==> config.mk <==
export PLATFORM = sky130hd
export DESIGN_NAME = rob_commit
export DESIGN_NICKNAME = d
export VERILOG_FILES = /design/src/rtl/rob_commit_pkg.sv /design/src/rtl/rob_commit_tag_match.sv /design/src/rtl/rob_commit.sv
export SDC_FILE = /design/constraint.sdc
export NUM_CORES = 2
export LEC_CHECK = 0
export ABC_AREA = 1
export ABC_CLOCK_PERIOD_IN_PS = 9400
export CAP_MARGIN = 0
export CORE_MARGIN = 5
export CORE_UTILIZATION = 45
export DETAILED_ROUTE_END_ITERATION = 10
export PLACE_DENSITY = 0.61
export SYNTH_ARGS = -nofsm -noshare
export SYNTH_HDL_FRONTEND = slang
export SYNTH_SLANG_ARGS = --single-unit
==> constraint.sdc <==
create_clock -name clk -period 9.4 [get_ports clk]
set_input_delay 2.82 -clock clk [delete_from_list [all_inputs] [get_ports clk]]
set_output_delay 2.82 -clock clk [all_outputs]
set_load 0.02 [all_outputs]
==> src/rtl/rob_commit_pkg.sv <==
`default_nettype none
// ---------------------------------------------------------------------------
// Module  : rob_commit_pkg
// Brief   : Shared widths and entry-state encoding for the reorder buffer.
// Revision: 1.0 - initial release
// ---------------------------------------------------------------------------
package rob_commit_pkg;

  // Datapath widths, given as MSB indices (field width = value + 1)
  localparam int PcLength     = 31;
  localparam int DataLength   = 31;
  localparam int OpcodeLength = 6;

  // Default geometry of the buffer
  localparam int RobDepthDefault     = 16;
  localparam int RobPtrLengthDefault = 3;

  // Lifecycle of one reorder-buffer slot
  typedef enum logic [1:0] {
    RobEmpty  = 2'd0,
    RobIssued = 2'd1,
    RobReady  = 2'd2
  } rob_state_e;

endpackage : rob_commit_pkg
`default_nettype wire

==> src/rtl/rob_commit_tag_match.sv <==
`default_nettype none
// ---------------------------------------------------------------------------
// Module  : rob_tag_match
// Brief   : Oldest-first priority finder over the per-slot CDB match vector.
//           Age is measured from head, so the search wraps around the ring.
// Revision: 1.0 - initial release
// ---------------------------------------------------------------------------
module rob_tag_match #(
  parameter int RobDepth     = 16,
  parameter int RobPtrLength = 3
) (
  input  logic [RobDepth-1:0]   match,
  input  logic [RobPtrLength:0] head,
  output logic                  hit,
  output logic [RobPtrLength:0] index
);

  localparam int PtrW = RobPtrLength + 1;

  logic [RobPtrLength:0] slot;

  // Scan youngest to oldest so the oldest matching slot wins the last assignment
  always_comb begin
    hit   = 1'b0;
    index = head;
    slot  = head;
    for (int k = RobDepth - 1; k >= 0; k--) begin
      slot = head + PtrW'(k);
      if (match[slot]) begin
        hit   = 1'b1;
        index = slot;
      end
    end
  end

endmodule : rob_tag_match
`default_nettype wire

==> src/rtl/rob_commit.sv <==
`default_nettype none
// ---------------------------------------------------------------------------
// Module  : rob_commit
// Brief   : Reorder buffer. Accepts in-order issue, marks entries complete
//           from the CDB, retires one entry per cycle into the register file
//           and flushes everything when a mispredicted jump retires.
// Revision: 1.0 - initial release
// ---------------------------------------------------------------------------
module rob_commit
  import rob_commit_pkg::*;
#(
  parameter int RobDepth     = RobDepthDefault,
  parameter int RobPtrLength = RobPtrLengthDefault,
  parameter int RdLength     = 4
) (
  input  logic                    clk,
  input  logic                    rst,
  input  logic                    is_empty_from_rf,
  input  logic [PcLength:0]       pc_from_rf,
  input  logic [RdLength:0]       rd_from_rf,
  input  logic [OpcodeLength:0]   op_from_rf,
  input  logic                    is_finish_from_cdb,
  input  logic [PcLength:0]       pc_from_cdb,
  input  logic [DataLength:0]     data_from_cdb,
  input  logic                    is_jump_wrong_from_cdb,
  input  logic [PcLength:0]       target_from_cdb,
  output logic                    is_full_to_decoder,
  output logic                    is_finish_to_rf,
  output logic [RdLength:0]       rd_to_rf,
  output logic [DataLength:0]     data_to_rf,
  output logic [PcLength:0]       pc_to_rf,
  output logic                    is_exception_to_rf,
  output logic [PcLength:0]       target_pc_to_fetch
);

  // Count needs one more bit than the pointers to represent "full"
  localparam int CntW = RobPtrLength + 2;

  rob_state_e              state      [RobDepth];
  logic [PcLength:0]       pc_mem     [RobDepth];
  logic [RdLength:0]       rd_mem     [RobDepth];
  logic [DataLength:0]     data_mem   [RobDepth];
  logic                    jw_mem     [RobDepth];
  logic [PcLength:0]       tgt_mem    [RobDepth];
  // Opcode is kept for waveform debug only; no datapath logic reads it
  logic [OpcodeLength:0]   dbg_op_unused [RobDepth];

  logic [RobPtrLength:0]   head;
  logic [RobPtrLength:0]   tail;
  logic [CntW-1:0]         count;
  logic [CntW-1:0]         count_next;

  logic [RobDepth-1:0]     cdb_match;
  logic                    cdb_hit;
  logic [RobPtrLength:0]   cdb_idx;
  logic                    issue_ok;
  logic                    commit_now;
  logic                    flush_now;

  // Only entries already ISSUED before this edge can take a writeback
  always_comb begin
    cdb_match = '0;
    for (int i = 0; i < RobDepth; i++) begin
      cdb_match[i] = is_finish_from_cdb && (state[i] == RobIssued) &&
                     (pc_mem[i] == pc_from_cdb);
    end
  end

  rob_tag_match #(
    .RobDepth     (RobDepth),
    .RobPtrLength (RobPtrLength)
  ) u_tag_match (
    .match (cdb_match),
    .head  (head),
    .hit   (cdb_hit),
    .index (cdb_idx)
  );

  assign issue_ok   = !is_empty_from_rf && (count != CntW'(RobDepth));
  assign commit_now = (state[head] == RobReady);
  assign flush_now  = commit_now && jw_mem[head];

  // Occupancy bookkeeping; simultaneous issue and commit cancel out
  always_comb begin
    count_next = count;
    if (issue_ok && !commit_now)      count_next = count + 1'b1;
    else if (!issue_ok && commit_now) count_next = count - 1'b1;
  end

  // Slot lifecycle; a flushing commit empties every slot and drops same-cycle events
  always_ff @(posedge clk) begin
    if (rst || flush_now) begin
      for (int i = 0; i < RobDepth; i++) state[i] <= RobEmpty;
    end else begin
      if (commit_now) state[head]    <= RobEmpty;
      if (cdb_hit)    state[cdb_idx] <= RobReady;
      if (issue_ok)   state[tail]    <= RobIssued;
    end
  end

  // Payload storage; stale contents are harmless because state gates every read
  always_ff @(posedge clk) begin
    if (issue_ok) begin
      pc_mem[tail]        <= pc_from_rf;
      rd_mem[tail]        <= rd_from_rf;
      dbg_op_unused[tail] <= op_from_rf;
    end
    if (cdb_hit) begin
      data_mem[cdb_idx] <= data_from_cdb;
      jw_mem[cdb_idx]   <= is_jump_wrong_from_cdb;
      tgt_mem[cdb_idx]  <= target_from_cdb;
    end
  end

  // Pointers, count and the registered full flag
  always_ff @(posedge clk) begin
    if (rst || flush_now) begin
      head               <= '0;
      tail               <= '0;
      count              <= '0;
      is_full_to_decoder <= 1'b0;
    end else begin
      if (commit_now) head <= head + 1'b1;
      if (issue_ok)   tail <= tail + 1'b1;
      count              <= count_next;
      is_full_to_decoder <= (count_next == CntW'(RobDepth));
    end
  end

  // Commit and redirect outputs; data fields hold between pulses
  always_ff @(posedge clk) begin
    if (rst) begin
      is_finish_to_rf    <= 1'b0;
      rd_to_rf           <= '0;
      data_to_rf         <= '0;
      pc_to_rf           <= '0;
      is_exception_to_rf <= 1'b0;
      target_pc_to_fetch <= '0;
    end else begin
      is_finish_to_rf    <= commit_now;
      is_exception_to_rf <= flush_now;
      if (commit_now) begin
        rd_to_rf   <= rd_mem[head];
        data_to_rf <= data_mem[head];
        pc_to_rf   <= pc_mem[head];
      end
      if (flush_now) target_pc_to_fetch <= tgt_mem[head];
    end
  end

endmodule : rob_commit
`default_nettype wire

; ---- After elaboration in Yosys (flattened, before gate mapping)
; Memory sizes are Yosys's and may differ from the RTL's. A register that Yosys moved wholly into a read port is not among the register bits.
; Cells that the tools add are included.
[classes]
add_sub_neg = 18
mul = 0
div = 0
n_lt_le_gt_ge = 16
eq_ne = 35
n_shift = 0
n_mux = 92
n_bitwise = 0
reduce_logical = 43
[op_table]
columns = op, n
row1 = == test 32 bit, 16
row2 = 2-to-1 mux 4 bit, 23
row3 = less-than comparator 4 x 5 -> 1 bit (second input constant), 16
row4 = binary-select mux 1 bit (select 4 bit), 16
row5 = 2-to-1 mux 1 bit, 48
row6 = logical AND 1 bit, 36
row7 = adder 4 bit (second input constant), 8
row8 = == test 2 x 1 -> 1 bit (second input constant), 16
row9 = adder 4 x 3 -> 4 bit (second input constant), 4
row10 = 2-to-1 mux 5 bit, 2
row11 = adder 4 x 1 -> 4 bit (second input constant), 2
row12 = adder 4 x 2 -> 4 bit (second input constant), 2
row13 = 2-to-1 mux 2 bit, 3
row14 = OR reduction 2 bit, 3
row15 = adder 5 x 1 -> 5 bit (second input constant), 1
row16 = == test 5 bit (second input constant), 1
row17 = inequality test 5 bit (second input constant), 1
row18 = subtractor 5 x 1 -> 5 bit (second input constant), 1
row19 = logical NOT 1 bit, 3
row20 = == test 2 bit (second input constant), 1
row21 = logical OR 1 bit, 1
[totals]
register_bits = 16
latch_bits = 0
ram_bits = 1664
romBits = 0
in_bits = 145
out_inout_bits = 104
word_cells = 216
mem_count = 6
[memory_table]
columns = memory, depth, word_bits, read_ports, rd_ports_with_merged_regs, write_ports, line_no
row1 = data_mem, 16, 32, 1, 1, 1, rob_commit.sv:42  ; logic [DataLength:0] data_mem [RobDepth];
row2 = pc_mem, 16, 32, 17, 1, 1, rob_commit.sv:40  ; logic [PcLength:0] pc_mem [RobDepth];
row3 = tgt_mem, 16, 32, 1, 1, 1, rob_commit.sv:44  ; logic [PcLength:0] tgt_mem [RobDepth];
row4 = rd_mem, 16, 5, 1, 1, 1, rob_commit.sv:41  ; logic [RdLength:0] rd_mem [RobDepth];
row5 = state, 16, 2, 17, 1, 16, rob_commit.sv:39  ; rob_state_e state [RobDepth];
row6 = jw_mem, 16, 1, 1, 1, 1, rob_commit.sv:43  ; logic jw_mem [RobDepth];

; ---- Logic depth before layout (Yosys ltp)
[logic_depth]
depth_word = 26
ltp_mapped = 41
depth_no_buf = 39

; ---- Modules after synthesis
; From an unflattened synthesis, not the netlist that was laid out.
[unflattened]
hier_cells = 6663
hier_area_um2 = 76613.5
[by_module_without_submodules]
columns = module, instances, cells_each, area_each_um2
row1 = rob_commit, 1, 6306, 74980.7
row2 = rob_tag_match, 1, 357, 1632.8

; ---- Worst setup path before layout
; Ideal clock, no wire load.
[synth_timing]
path_kind = in2reg
start = input port pc_from_cdb[20]
end = memory data_mem[0][0] (netlist bit) (enable)
setup_ns = 0.490
arrival_ns = 7.943
setup_slack_ns = 0.967
path_stages = 33
cell_sequence = buf_2 -> buf_6 -> xnor2_1 -> nand2_1 -> nor2_1 -> nand2_1 -> nor2_1 -> nand3_1 -> mux2i_1 -> nand2_1 -> nand2_1 -> nand2_1 -> nand2_1 -> nand2_1 -> nand2_2 -> nor2_1 -> nand2_1 -> nand2_1 -> nand2_1 -> nand2_1 -> nand2_1 -> nand2_1 -> nand2_1 -> nand2_1 -> nand2_1 -> nand2_1 -> nand2_1 -> nand2_1 -> nand2_1 -> nand2_2 -> nand2_4 -> nand3_1 -> nor2_1
[synth_between]
elab_chain_len = 22
[synth_rtl]
columns = element, line_no
row1 = start: declaration, rob_commit.sv:23  ; input logic [PcLength:0] pc_from_cdb,
row2 = == test 32 bit, rob_commit.sv:65  ; (pc_mem[i] == pc_from_cdb);
row3 = logical AND 1 bit, rob_commit.sv:64  ; cdb_match[i] = is_finish_from_cdb && (state[i] == RobIssued) &&
row4 = binary-select mux 1 bit (select 4 bit), rob_commit_tag_match.sv:29  ; if (match[slot]) begin
row5 = 2-to-1 mux 1 bit (implied by the code), rob_commit_tag_match.sv:29
row6 = 2-to-1 mux 1 bit (16 in series), rob_commit_tag_match.sv:29
row7 = 2-to-1 mux 1 bit, rob_commit.sv:108  ; if (cdb_hit) begin
row8 = 2-to-1 mux 1 bit (implied by the code), rob_commit.sv:109  ; data_mem[cdb_idx] <= data_from_cdb;
row9 = end: declaration, rob_commit.sv:42
; Parallel ways exist; a longest one is shown, timed or not. The select of a mux whose other input is x is not followed.

; ---- Worst setup path in the final report
[layout_timing]
start = input port pc_from_cdb[18]
end = memory tgt_mem[3][10] (netlist bit) (enable)
[layout_between]
elab_chain_len = 22
[layout_rtl]
columns = element, line_no
row1 = == test 32 bit, rob_commit.sv:65
row2 = logical AND 1 bit, rob_commit.sv:64
row3 = binary-select mux 1 bit (select 4 bit), rob_commit_tag_match.sv:29
row4 = 2-to-1 mux 1 bit (implied by the code), rob_commit_tag_match.sv:29
row5 = 2-to-1 mux 1 bit (16 in series), rob_commit_tag_match.sv:29
row6 = 2-to-1 mux 1 bit, rob_commit.sv:108
row7 = 2-to-1 mux 1 bit (implied by the code), rob_commit.sv:111  ; tgt_mem[cdb_idx] <= target_from_cdb;
row8 = end: declaration, rob_commit.sv:44
; Parallel ways exist; a longest one is shown, timed or not. The select of a mux whose other input is x is not followed.

==> results.cfg <==
[outcome]
outcome = finished clean

[clock_network]
cts_root_buf = clkbuf_16
clkLatencyLatePin_ns = 0.87
cts_tree = yes
clk_pin_slew_worst_paths_ns = 0.06
clockBufferDepth = 3
cts_sinks = 1785
cts_buffers = 190
postCtsSetupBuffers = 0
post_cts_resized = 0
cts.htree.levels = 4
cts_hold_buf = 0

[synth]
synthMuxAreaShare_pct = 0.09784
synthFlopType = edfxtp_1
synth_fp_nets = 8264
ys_warn_count = 0
synth_fa_ha_area_share_pct = 0.2904
synth-seq-area-share_pct = 63.62
synthArstFlopShare_pct = 0
ys_ff_latch = 1785
synth.distinct_cells = 53
synth_top_family_by_area = simple AND/OR/NAND/NOR gates
synth_edf_count = 1632
synth-xor-area-share_pct = 2.889
synthSimpleGateAreaFrac_pct = 16.52
syn_area_per_cell_um2 = 10.10
netlist_instances = 8100
synth-compound-area-share_pct = 11.90
syn_area_um2 = 81850

[timing]
max_slew_margin_pct = 18.02
hold_viol_final = 0
tightest_slew_ns = 1.227
finalSetupTns_ns = 0
drv_slew = 0
skew_ns = 0.06429
max_freq_ghz = 0.1277
setup_viol = 0
rsz0062_at_grt = no
fin_crit_sh_pct = 83.31
min_period_ns = 7.832

[detailed_routing]
drt_iter0_markers = 7772
drc = 0
totalWireLength_um = 327400
ant_nets = 0
vias = 64190
wl_per_cell_um = 30.17
via_per_inst = 5.915
dr.pass1.iters = 8

[finish]
n_fill_cell = 16100
drive_above_1_share_pct = 7.545
syn2layout_area_growth_pct = 15.60
nets = 8464

[job]
maxCapViolations = 0

[global_route]
track_usage_pct = 33.27
grt_pass1_vias = 59760
antenna_found_initial = 22
grt_pass1_wl_um = 452000
grt_start_max_net_pins = 241
overflow = 0

[worst_hold_path]
min_delay_path_depth = 2
min_from = target_pc_to_fetch[31]$_SDFFE_PP0P_
hold_end = target_pc_to_fetch[31]$_SDFFE_PP0P_
holdCritPathClass = register to register

[setup_path]
end_kind = register
crit_fanout = 12
required_ns = 9.92
cpPeakStageDelay_ns = 0.83
r2r_end = target_pc_to_fetch[7]$_SDFFE_PP0P_
crit_slowest_cell = xnor2_1
crit_top_cell = nand2_1
rrSetupSlack_ns = 3.42
worstPathArrival_ns = 8.35
critical_path_class = input port to register
cp-start-kind = input port
r2r_cells = 13

[pwr]
powerDensity_nw_per_um2 = 229.0
total_power_mw = 21.66
ir_drop_v = 0.0004441
p_leak_nw = 33.95

[die]
start_util_pct = 45.24
io_pins = 249
fp.coreArea_um2 = 180900
die_h_um = 436.5
die_x_um = 436.5
die-area_um2 = 190500
rows = 156

[place]
post-dp-hpwl_um = 219600
finalWeightedCongestion = 1.028
io_buffers = 241
[placed cells by master, fill, tap and decap left out, types with 109 or more instances in the layout]
master           netlist  final
nor2_1              1393   1371
a21oi_1              214    214
edfxtp_1            1632   1632
nand2_1             1455   1454
clkbuf_16              0    192
o221ai_1             109    109
nand3_1              251    251
inv_1                426    415
xnor2_1              140    140
clkdlybuf4s50_1        0    241
buf_4                 32    166
xor2_1               130    130
dfxtp_1              153    149
o22ai_1              239    239
o21ai_0             1057   1057
[area by class of cell]
cell class | count | area [um^2] | area share [%]
Multi-Input combinational cell | 5393 | 26140 | 27.63
Sequential cell | 1785 | 52090 | 55.05
Antenna cell | 13 | 32.53 | 0.03438
Inverter | 449 | 1729 | 1.828
Tap cell | 2370 | 2965 | 3.134
Timing Repair Buffer | 481 | 5140 | 5.432
Clock inverter | 97 | 1156 | 1.222
Clock buffer | 264 | 5365 | 5.671
[state kept, by name, indices dropped and copies added, names as in the netlist, 4 cells and up, named ones only]
register,flops
data_mem,512
pc_mem,512
state,32
tgt_mem,512
head,4
pc_to_rf,32
count,5
target_pc_to_fetch,32
jw_mem,16
rd_to_rf,5
data_to_rf,32
tail,4
rd_mem,80
[where the power goes]
| part | internal [mW] | switching, mW |
|---|---|---|
| Sequential | 9.14 | 0.163 |
| Clock | 4.49 | 3.30 |
| Combinational | 1.28 | 3.29 |
| Total | 14.9 | 6.75 |
[metal layers]
| layer | share of wire, % | wire, um | vias up | global-route usage (%) |
|---|---|---|---|---|
| li1 | - | - | 28640 | - |
| met1 | 40 | 131900 | 31740 | 44.37 |
| met2 | 46 | 149100 | 3161 | 52.44 |
| met3 | 7.7 | 25350 | 637 | 5.174 |
| met4 | 6.4 | 20930 | 8 | 18.27 |
| met5 | 0.016 | 54 | - | 0 |
[how the worst max path moves through the flow]
stage / slack [ns] / cells past startpoint / to / start
after floorplan: 0.97 / 33 / data_mem[0][0]$_DFFE_PP_ / pc_from_cdb[20]
after global placement: 0.91 / 33 / data_mem[7][16]$_DFFE_PP_ / pc_from_cdb[19]
after detailed placement: 0.94 / 33 / data_mem[7][1]$_DFFE_PP_ / pc_from_cdb[19]
after CTS: 1.83 / 33 / tgt_mem[7][7]$_DFFE_PP_ / pc_from_cdb[19]
after global routing: 1.38 / 34 / tgt_mem[7][7]$_DFFE_PP_ / pc_from_cdb[19]
final: 1.57 / 36 / tgt_mem[3][10]$_DFFE_PP_ / pc_from_cdb[18]
[logic make-up after synthesis]
kind of cell / after synthesis
buf+inv: 922
xor+xnor: 270
flops: 1785
compound gates: 1754
mux: 8
fa+ha+maj: 19
simple gates: 3342
[metrics by stage]
stage	cell area [um^2]	setup slack (ns)	cells	utilization (%)	hold slack, ns
after floorplan	81850	0.9666	8100	-	0.4420
final	94610	1.568	10850	52.29	0.4578
after detailed placement	88060	0.9422	10480	48.67	0.4449
after global routing	94600	1.382	10850	52.28	0.4810
after global placement	88060	0.9060	10480	48.67	0.4435
after CTS	94580	1.825	10840	52.27	0.4604
[critical path: cells and delay by family]
| family | cells | cell delay [ns] |
|---|---|---|
| xor gates and xnor gates | 1 | 0.83 |
| buffers and inverters | 5 | 1.55 |
| and+or+nand+nor | 29 | 2.90 |
| muxes | 1 | 0.20 |
[synthesized netlist by cell type, types with 4 or more instances]
| cell type | instances | share of area [%] |
|---|---|---|
| nand2_1 | 1455 | 6.7 |
| o311ai_0 | 4 | 0.043 |
| buf_6 | 29 | 0.40 |
| nand4_1 | 102 | 0.78 |
| inv_2 | 19 | 0.087 |
| nor2_2 | 10 | 0.076 |
| o221ai_1 | 109 | 1.2 |
| mux2i_1 | 8 | 0.098 |
| buf_4 | 32 | 0.29 |
| clkbuf_1 | 351 | 1.6 |
| a31oi_1 | 65 | 0.50 |
| o32ai_1 | 14 | 0.15 |
| buf_2 | 25 | 0.15 |
| edfxtp_1 | 1632 | 60 |
| dfxtp_1 | 153 | 3.7 |
| o21ai_0 | 1057 | 6.5 |
| and2_1 | 19 | 0.15 |
| nand3b_1 | 15 | 0.14 |
| ha_1 | 19 | 0.29 |
| buf_1 | 36 | 0.17 |
| nand3_1 | 251 | 1.5 |
| o21ai_1 | 15 | 0.092 |
| nor3_1 | 33 | 0.20 |
| nand3_2 | 7 | 0.086 |
| nand2b_1 | 5 | 0.038 |
| nand2_2 | 9 | 0.069 |
| nor3b_1 | 10 | 0.092 |
| or2_2 | 11 | 0.084 |
| clkinv_1 | 4 | 0.018 |
| nor2_1 | 1393 | 6.4 |
| xor2_1 | 130 | 1.4 |
| nor2b_1 | 9 | 0.069 |
| xnor2_1 | 140 | 1.5 |
| inv_1 | 426 | 2.0 |
| o211ai_1 | 29 | 0.27 |
| o22ai_1 | 239 | 1.8 |
| a21oi_1 | 214 | 1.3 |
(Power assumes the default switching activity.)
==> variant: new RTL, same settings <==
`DataLength`: 31 -> 62.
--- a/src/rtl/rob_commit_pkg.sv
+++ b/src/rtl/rob_commit_pkg.sv
@@ -10,3 +10,3 @@
   localparam int PcLength     = 31;
-  localparam int DataLength   = 31;
+  localparam int DataLength   = 62;
   localparam int OpcodeLength = 6;
Ports: changed (resized data_from_cdb and data_to_rf); port bits go from 249 to 311. The function was not compared with the original's and may differ.
==> variant against the unedited design <==
Synthesized area increased by 25%. Global-route usage decreased by 3.7 points. Sequential cell count increased by 527. Hold slack improved by 1.3 ps. Combinational power increased by 5.7%. Die area increased by 25%. Register-to-register slack improved by 100 ps. Final area increased by 25%. Total power increased by 23%. Worst setup slack got worse by 220 ps. Critical path type unchanged. Routed wire length increased by 10%. Via count increased by 19%.
==> variant: results (changes against the unedited design) <==
### Synthesis
* **ranking of synthesized cells by area** sky130_fd_sc_hd__edfxtp_1 (62%), sky130_fd_sc_hd__o21ai_0 (6.6%), sky130_fd_sc_hd__nor2_1 (6.1%)
* **most frequent cells after synthesis** sky130_fd_sc_hd__edfxtp_1 (2,128), sky130_fd_sc_hd__nor2_1 (1,675), sky130_fd_sc_hd__nand2_1 (1,573), sky130_fd_sc_hd__o21ai_0 (1,350), sky130_fd_sc_hd__clkbuf_1 (471)
* **number of enable flip-flop cells after synthesis** 2,128, +30%
* **share of synthesized area spent on multiplexers** 0.127%, +0.029 points
* **adder-cell share of the synthesized area** 0.244%, -0.047 points
* **synthesized area per cell** 10.5 µm², +4.1%
* **share of synthesized area occupied by flip-flops and latches** 65.9%, +2.2 points
* **parity-gate share of the synthesized area counting xor and xnor cells** 2.32%, -0.57 points

### STA
* **hold slack final** 459 ps, +1.26 ps
* **Final Skew** 68.5 ps, +4.17 ps

### Power and ir drop
* **leakage dissipation** 0.0416 µW, +23%
* **Max rail drop VDD** 0.265 mV, -40%

### Final layout
* **count of placed standard cells in the final layout, fillers left out** 13.2k, +22%
* **count of nets after finishing** 10.1k, +20%
* **Largest regs** data_mem: 1008 flops, pc_mem: 512 flops, tgt_mem: 512 flops
* **fill cell count** 19.9k, +23%
* **share of cells above drive strength 1** 7.10%, -0.45 points

### Worst setup path
* **Setup crit end** data_mem[1][22]
* **slowest stage cell on the critical path** sky130_fd_sc_hd__clkdlybuf4s50_1
* **Reg2Reg Depth** 12, -1
* **Critical Path AT** 8610 ps, +260 ps
* **endpoint of the lowest-slack register-to-register path** target_pc_to_fetch[27]

### Global route
* **Global Route met1 Usage** 39.5%, -4.8 points
* **Overall Global Routing Usage** 29.6%, -3.7 points
* **met2 routing resource usage after global routing** 47.1%, -5.3 points

### Routing
* **sum of routed wire segments on met1** 146 mm, +11%
* **drt pass-1 iters** 6, -2
* **number of DRC markers in iteration 0** 8,632, +11%
* **wire length on met2** 168 mm, +12%
* **wire length on met3** 26.4 mm, +4.2%
* **average wire length per cell after detail routing** 27.4 µm, -9.2%

### Placed design
* **total of buffers placed on input and output ports** 303, +26%
* **Final HPWL DP** 230 mm, +4.7%

### CTS
* **Clock Latency Late Sink** 910 ps, +40 ps
* **clock buffer count from CTS** 239, +26%

### Hold path
* **worst hold path endpoint** target_pc_to_fetch[19]
* **start point of the worst hold path** target_pc_to_fetch[19]

### Run status
* **result of the run** completed

[variant: cell types whose count changed in the layout (fill, tap and decap cells not counted), moves of 56 or more]
cell                              unedited run  this run
sky130_fd_sc_hd__edfxtp_1                 1632      2128
sky130_fd_sc_hd__o21ai_0                  1057      1350
sky130_fd_sc_hd__nor2_1                   1371      1657
sky130_fd_sc_hd__o22ai_1                   239       446
sky130_fd_sc_hd__nand2_1                  1454      1572
sky130_fd_sc_hd__clkdlybuf4s50_1           241       303
sky130_fd_sc_hd__nand3_1                   251       307
[variant: worst max-delay path: cells and delay by family]
| kind | cells | cell delay, ps |
|---|---|---|
| and+or+nand+nor | 27 | 3680 |
| buffers and inverters | 5 | 1930 |
| xor gates and xnor gates | 1 | 130 |
[variant: cells by family after synthesis]
group | count (synthesis)
and+or+nand+nor | 3794
DFF | 2312
AOI/OAI and AO/OA | 2260
buffers and inverters | 1090
xor gates and xnor gates | 269
adders and majority gates | 20
muxes | 13
[variant: where the power goes]
| group | internal, µW | switching (µW) |
|---|---|---|
| registers | 11900 | 179 |
| clock network | 5710 | 4110 |
| logic | 1410 | 3420 |
[variant: through the flow]
stage / instance area [µm²] / util [%] / setup slack (ps)
after global routing: 118000 / 51.9 / 1170
after CTS: 118000 / 51.9 / 1680
final: 118000 / 52.0 / 1340
after floorplan: 103000 / - / 1230
after global placement: 110000 / 48.3 / 699
after detailed placement: 110000 / 48.3 / 732
[variant: layout make-up]
type / instances / area (µm²) / area share [%]
antenna: 21 / 52.6 / 0.0445
clock buffer: 336 / 6800 / 5.76
clock inverter: 122 / 1470 / 1.24
inverter: 499 / 1950 / 1.66
multi-input combinational: 6356 / 30800 / 26.0
sequential: 2312 / 67600 / 57.2
tap: 3009 / 3760 / 3.19
timing repair buffer: 531 / 5700 / 4.82
